==> config.mk <==
export PLATFORM = sky130hd
export DESIGN_NAME = fp16_add_ctrl
export DESIGN_NICKNAME = d
export VERILOG_FILES = /design/src/rtl/fp16_add_ctrl.sv
export SDC_FILE = /design/constraint.sdc
export NUM_CORES = 1
export LEC_CHECK = 0
export CAP_MARGIN = 20
export CORE_MARGIN = 8
export CORE_UTILIZATION = 45
export CTS_CLUSTER_DIAMETER = 80
export CTS_CLUSTER_SIZE = 40
export DETAILED_ROUTE_END_ITERATION = 10
export MAX_ROUTING_LAYER = met4
export PLACE_DENSITY_LB_ADDON = 0.1
export SYNTH_ARGS = -nofsm -noshare
export SYNTH_HDL_FRONTEND = slang
export SYNTH_SLANG_ARGS = --single-unit
export TNS_END_PERCENT = 100
==> constraint.sdc <==
create_clock -name clock -period 5.85 [get_ports clock]
set_input_delay 1.17 -clock clock [delete_from_list [all_inputs] [get_ports clock]]
set_output_delay 1.17 -clock clock [all_outputs]
set_load 0.01 [all_outputs]
==> src/rtl/fp16_add_ctrl.sv <==
// fp16_add_ctrl: multi-cycle FP16 add sequencer.
// Loads the operand bank, then aligns, adds, normalizes and packs the sum.
module fp16_add_ctrl #(
    parameter int ALIGN_MAX = 12
) (
    input  logic        clock,
    input  logic        reset,
    input  logic        start,
    input  logic [15:0] maior,
    input  logic [15:0] menor,
    output logic        hab_escrita,
    output logic        busy,
    output logic        done,
    output logic [15:0] resultado,
    output logic        overflow,
    output logic        zero
);

    localparam logic [4:0] AMAX = 5'(ALIGN_MAX);

    typedef enum logic [2:0] {
        S_IDLE, S_LOAD, S_CAPTURE, S_ALIGN, S_ADD, S_NORM, S_DONE
    } state_t;

    state_t      state_q, state_d;
    logic        sgn_m_q, sgn_m_d;
    logic        sgn_n_q, sgn_n_d;
    logic        sgn_r_q, sgn_r_d;
    logic        spec_q, spec_d;
    logic [10:0] mant_m_q, mant_m_d;
    logic [10:0] mant_n_q, mant_n_d;
    logic [4:0]  exp_r_q, exp_r_d;
    logic [4:0]  dist_q, dist_d;
    logic [11:0] sum_q, sum_d;
    logic [15:0] res_q, res_d;
    logic        ovf_q, ovf_d;
    logic        zero_q, zero_d;
    logic [4:0]  exp_diff;

    assign exp_diff    = maior[14:10] - menor[14:10];
    assign hab_escrita = (state_q == S_LOAD);
    assign busy        = (state_q != S_IDLE);
    assign done        = (state_q == S_DONE);
    assign resultado   = res_q;
    assign overflow    = ovf_q;
    assign zero        = zero_q;

    // Register all sequencer and datapath state.
    always_ff @(posedge clock or negedge reset) begin
        if (!reset) begin
            state_q  <= S_IDLE;
            sgn_m_q  <= 1'b0;
            sgn_n_q  <= 1'b0;
            sgn_r_q  <= 1'b0;
            spec_q   <= 1'b0;
            mant_m_q <= '0;
            mant_n_q <= '0;
            exp_r_q  <= '0;
            dist_q   <= '0;
            sum_q    <= '0;
            res_q    <= '0;
            ovf_q    <= 1'b0;
            zero_q   <= 1'b0;
        end else begin
            state_q  <= state_d;
            sgn_m_q  <= sgn_m_d;
            sgn_n_q  <= sgn_n_d;
            sgn_r_q  <= sgn_r_d;
            spec_q   <= spec_d;
            mant_m_q <= mant_m_d;
            mant_n_q <= mant_n_d;
            exp_r_q  <= exp_r_d;
            dist_q   <= dist_d;
            sum_q    <= sum_d;
            res_q    <= res_d;
            ovf_q    <= ovf_d;
            zero_q   <= zero_d;
        end
    end

    // Next-state and datapath updates, one step per state.
    always_comb begin
        state_d  = state_q;
        sgn_m_d  = sgn_m_q;
        sgn_n_d  = sgn_n_q;
        sgn_r_d  = sgn_r_q;
        spec_d   = spec_q;
        mant_m_d = mant_m_q;
        mant_n_d = mant_n_q;
        exp_r_d  = exp_r_q;
        dist_d   = dist_q;
        sum_d    = sum_q;
        res_d    = res_q;
        ovf_d    = ovf_q;
        zero_d   = zero_q;
        case (state_q)
            S_IDLE: begin
                if (start) state_d = S_LOAD;
            end
            S_LOAD: begin
                state_d = S_CAPTURE;
            end
            S_CAPTURE: begin
                sgn_m_d  = maior[15];
                sgn_n_d  = menor[15];
                mant_m_d = (maior[14:10] != 5'd0) ?
                           {1'b1, maior[9:0]} : 11'd0;
                mant_n_d = (menor[14:10] != 5'd0) ?
                           {1'b1, menor[9:0]} : 11'd0;
                exp_r_d  = maior[14:10];
                dist_d   = (exp_diff >= AMAX) ? AMAX : exp_diff;
                // Infinity is decided one cycle later, in ALIGN.
                spec_d   = (maior[14:10] == 5'd31) ||
                           (menor[14:10] == 5'd31);
                sgn_r_d  = (maior[14:10] == 5'd31) ?
                           maior[15] : menor[15];
                state_d  = S_ALIGN;
            end
            S_ALIGN: begin
                if (spec_q) begin
                    res_d   = {sgn_r_q, 15'h7C00};
                    ovf_d   = 1'b1;
                    zero_d  = 1'b0;
                    state_d = S_DONE;
                end else if (dist_q == 5'd0) begin
                    state_d = S_ADD;
                end else begin
                    mant_n_d = mant_n_q >> 1;
                    dist_d   = dist_q - 5'd1;
                end
            end
            S_ADD: begin
                if (sgn_m_q == sgn_n_q) begin
                    sum_d   = {1'b0, mant_m_q} + {1'b0, mant_n_q};
                    sgn_r_d = sgn_m_q;
                end else if (mant_m_q >= mant_n_q) begin
                    sum_d   = {1'b0, mant_m_q - mant_n_q};
                    sgn_r_d = sgn_m_q;
                end else begin
                    sum_d   = {1'b0, mant_n_q - mant_m_q};
                    sgn_r_d = sgn_n_q;
                end
                state_d = S_NORM;
            end
            S_NORM: begin
                if (sum_q == 12'd0) begin
                    res_d   = 16'h0000;
                    ovf_d   = 1'b0;
                    zero_d  = 1'b1;
                    state_d = S_DONE;
                end else if (sum_q[11]) begin
                    sum_d   = sum_q >> 1;
                    exp_r_d = exp_r_q + 5'd1;
                    zero_d  = 1'b0;
                    state_d = S_DONE;
                    if (exp_r_q == 5'd30) begin
                        res_d = {sgn_r_q, 15'h7C00};
                        ovf_d = 1'b1;
                    end else begin
                        res_d = {sgn_r_q, exp_r_q + 5'd1, sum_q[10:1]};
                        ovf_d = 1'b0;
                    end
                end else if (sum_q[10]) begin
                    res_d   = {sgn_r_q, exp_r_q, sum_q[9:0]};
                    ovf_d   = 1'b0;
                    zero_d  = 1'b0;
                    state_d = S_DONE;
                end else begin
                    sum_d   = sum_q << 1;
                    exp_r_d = exp_r_q - 5'd1;
                    // Underflow flushes to +0 rather than denormalizing.
                    if (exp_r_q == 5'd1) begin
                        res_d   = 16'h0000;
                        ovf_d   = 1'b0;
                        zero_d  = 1'b1;
                        state_d = S_DONE;
                    end
                end
            end
            S_DONE: begin
                state_d = S_IDLE;
            end
            default: begin
                state_d = S_IDLE;
            end
        endcase
    end

endmodule
==> summary.txt <==
Worst setup path
  • CP Capture Type: flip-flop
  • Most used cell, CP: mux2i_1
  • WP data required: 6020 ps
  • CP max FO: 13
  • Critical path's largest stage delay: approximately 500 ps
  • Crit path max-delay family: compound AO/OA/AOI/OAI gates
  • Startpoint type of the worst setup path: flip-flop
  • Setup Crit Path Kind: flip-flop to flip-flop
  • Crit-path slowest cell: o41ai_2
  • Buf+Inv Stages, Crit Path: 1
  • CP cell instances: inv_1, ha_1, o211ai_1, a21oi_1, o41ai_2, o21ba_4, mux2_2, mux2i_1, mux2i_1, a211oi_1
  • CP arrival: 3330 ps

Clock network
  • CTS Buf Count: 9
  • CTS root buffer: clkbuf_16
  • Post-CTS Setup Inserts: 0
  • Clk Latency, worst-skew pair: 340 ps
  • Clk buf depth: 2
  • CTS resizes: 0
  • CTS Sinks: 69
  • TritonCTS clock tree: built
  • Hold-fix buffers at CTS: 0
  • Clock-pin slew on the worst setup and hold paths: about 60 ps
  • Htree depth: 3

GRT
  • Initial antenna violation count: 0
  • Grt total ovfl: 0
  • Vias in the first global route: about 4.4k
  • All-layer global routing usage: 19.1%
  • First-pass GRT wire length: between 20000 and 25000 microns
  • Largest net degree at the start of global routing: 70

Routing
  • First-pass iteration count of the detailed router: 5
  • DRC errors left: 0
  • Iter 0 DRT Violations: 406
  • Final wirelength: 13400 microns
  • Wire length per cell: 16.9 microns
  • Vias per inst: 5.73
  • Via count: 4530
  • ANT nets after route: 0

STA
  • Final hold viol count: 0
  • Setup slack after layout: 2690 ps
  • Fmax: 316 MHz
  • Setup TNS: 0 ps
  • Setup violators final: 0
  • Slew @ Worst Pin: 1020 ps
  • Worst slew margin: 32.3%
  • Final Cycle Share: 54.0%
  • Tmin final: 3160 ps
  • Slew Limit Fails: 0
  • RSZ-0062 raised after global routing: no
  • Max Clock Skew: around 6.9 ps

Floorplanning
  • Core area: 0.0112 sq mm
  • I/O pin total: 56
  • Die ar.: about 0.015 sq mm
  • Initial Utilization: a little under half
  • Site Rows: 39
  • Die Y: around 120 microns
  • Die Wd: 122 microns

Placed design
  • Global placer's final weighted congestion: 0.837
  • DP HPWL: 9980 microns
  • Placed Area: 0.00574 sq mm
  • Pre-CTS setup slack: 2440 ps
  • Port-buffer cells: 55

Logic synthesis
  • Count of unique library cells instantiated by Yosys: 62
  • Synth warn: 0
  • Share of flip-flops with an asynchronous set or reset: between 90% and 100%
  • Net Count, Synth: around 700
  • Register area share after synthesis: 33.8%
  • Number of synthesized flops with an enable pin: 0
  • Synthesized area: about 0.0051 sq mm
  • Number of synthesized register bits: 69
  • Avg Cell Area, Syn: 8.50 sq um
  • Ys flop type: dfrtp_1
  • Cells after synthesis: 600

Power and ir drop
  • Switching Fraction: a little under half
  • Pint: 2160 uW
  • Sw Pwr: roughly 2000 uW
  • Peak VDD IR: 249 uV
  • Sequential Power Share: 23.7%
  • LEAKAGE: 0.00266 uW
  • Gate power share: 62.9%
  • Clock power share: about 13%
  • PD cells: 679 mW/mm^2

Finish
  • Nets: 723
  • Multi-input combinational cell area: 0.00307 sq mm
  • Syn-to-layout area delta: 18.4%
  • Filler cell count: 1092
  • Area occupied by registers: 0.00173 sq mm
  • Design area: 0.00604 sq mm
  • Layout cells sized above 1: 5.72%
  • Ant. Diodes: 0

Status
  • Status: finished, final reports clean

Job
  • Max-cap viol count: 0

Worst hold path
  • Worst hold path type: flip-flop to flip-flop
==> routing by layer <==
metal | vias to the layer above | routed length, microns | share of wire [%] | global-route usage [%]
met4 | 0 | 194 | 1.5 | 6.17
li1 | 2242 | - | - | -
met5 | - | 0 | 0 | -
met2 | 117 | 6010 | 45 | 28.7
met1 | 2156 | 6540 | 49 | 26.1
met3 | 15 | 627 | 4.7 | 2.48
==> sequential cells by signal, indices dropped and copies added (netlist names), 3 cells and up <==
register   count
resultado     16
state_q        3
sum_q         12
dist_q         5
mant_m_q      11
exp_r_q        5
mant_n_q      11
==> logic make-up after synthesis <==
kind of cell	after synthesis	share of synthesized area [%]
buffers and inverters	77	5.98
xor gates and xnor gates	16	2.75
and+or+nand+nor	181	16.7
AOI/OAI and AO/OA	196	25.7
DFF	69	33.8
muxes	15	3.11
adders and majority gates	46	11.9
==> power by group through the flow <==
stage / Clock [uW] / Combinational [uW] / Sequential (uW)
2_1_floorplan: 0 / 1960 / 903
3_3_place_gp: 0 / 2520 / 967
3_5_place_dp: 0 / 2550 / 979
4_1_cts: 560 / 2560 / 971
5_1_grt: 577 / 2870 / 1020
6_report: 550 / 2580 / 972
==> per-stage QoR <==
stage	utilization, %	hold slack (ps)	power [uW]	cells
final	53.8	475	4100	790
after global routing	53.8	496	4460	790
after CTS	53.8	480	4100	789
after detailed placement	51.1	467	3530	773
after global placement	51.1	452	3490	773
after floorplan	-	468	2860	600
==> worst paths after layout <==
path	start	to	slack (ps)	depth (start not counted)
setup / recovery	mant_m_q[4]$_DFFE_PN0P_	sum_q[4]$_DFFE_PN0P_	2690	10
hold reg to reg	resultado[15]$_DFFE_PN0P_	resultado[15]$_DFFE_PN0P_	470	2
min in group asynchronous	reset	sum_q[0]$_DFFE_PN0P_	1060	2
max in group asynchronous	reset	state_q[1]$_DFFE_PN0P_	4220	2
setup reg to reg	mant_m_q[4]$_DFFE_PN0P_	sum_q[4]$_DFFE_PN0P_	2690	10
hold / removal	resultado[15]$_DFFE_PN0P_	resultado[15]$_DFFE_PN0P_	470	2
==> placed cells by master (no fill, tap or decap), types with 4 or more instances in the layout <==
cell type	count
o21ai_0	53
o22a_1	4
nand3_1	18
a221oi_1	15
o211ai_1	4
buf_4	7
a31oi_1	8
a21oi_1	41
nor2_1	45
dfrtp_1	69
clkbuf_16	9
a222oi_1	6
inv_1	46
or3_1	6
xor2_1	8
mux2i_1	11
nor4_1	4
ha_1	42
clkdlybuf4s50_1	54
nor2b_1	11
nand2_1	59
a22oi_1	16
o22ai_1	6
a211oi_1	8
xnor2_1	8
fa_1	4
a21o_1	10
nor3_1	12
nand2b_1	6
==> cell usage after synthesis (11+ instances only) <==
master	count	area, sq um
mux2i_1	11	110
a22oi_1	16	120
nor2_1	45	169
dfrtp_1	69	1730
nor3_1	12	60.1
clkbuf_1	24	90.1
nand2_1	59	221
a221oi_1	15	131
inv_1	46	173
nor2b_1	11	68.8
o21ai_0	53	265
nand3_1	18	90.1
a21oi_1	41	205
ha_1	42	526
==> final cells by class <==
type	instances	share of cell area, %
repair buffers	62	9.90
multi-input cells	454	50.8
inverters	46	2.86
clock buffers	12	4.08
clock inverters	4	0.787
well taps	143	2.96
flip-flops and latches	69	28.6
==> tightest hold or removal path, cell delays in order (launching register included) <==
cell and delay (ps):
dfrtp_1 340, nand2_1 50, nand2_1 50
Power figures use the tool's default switching activity.
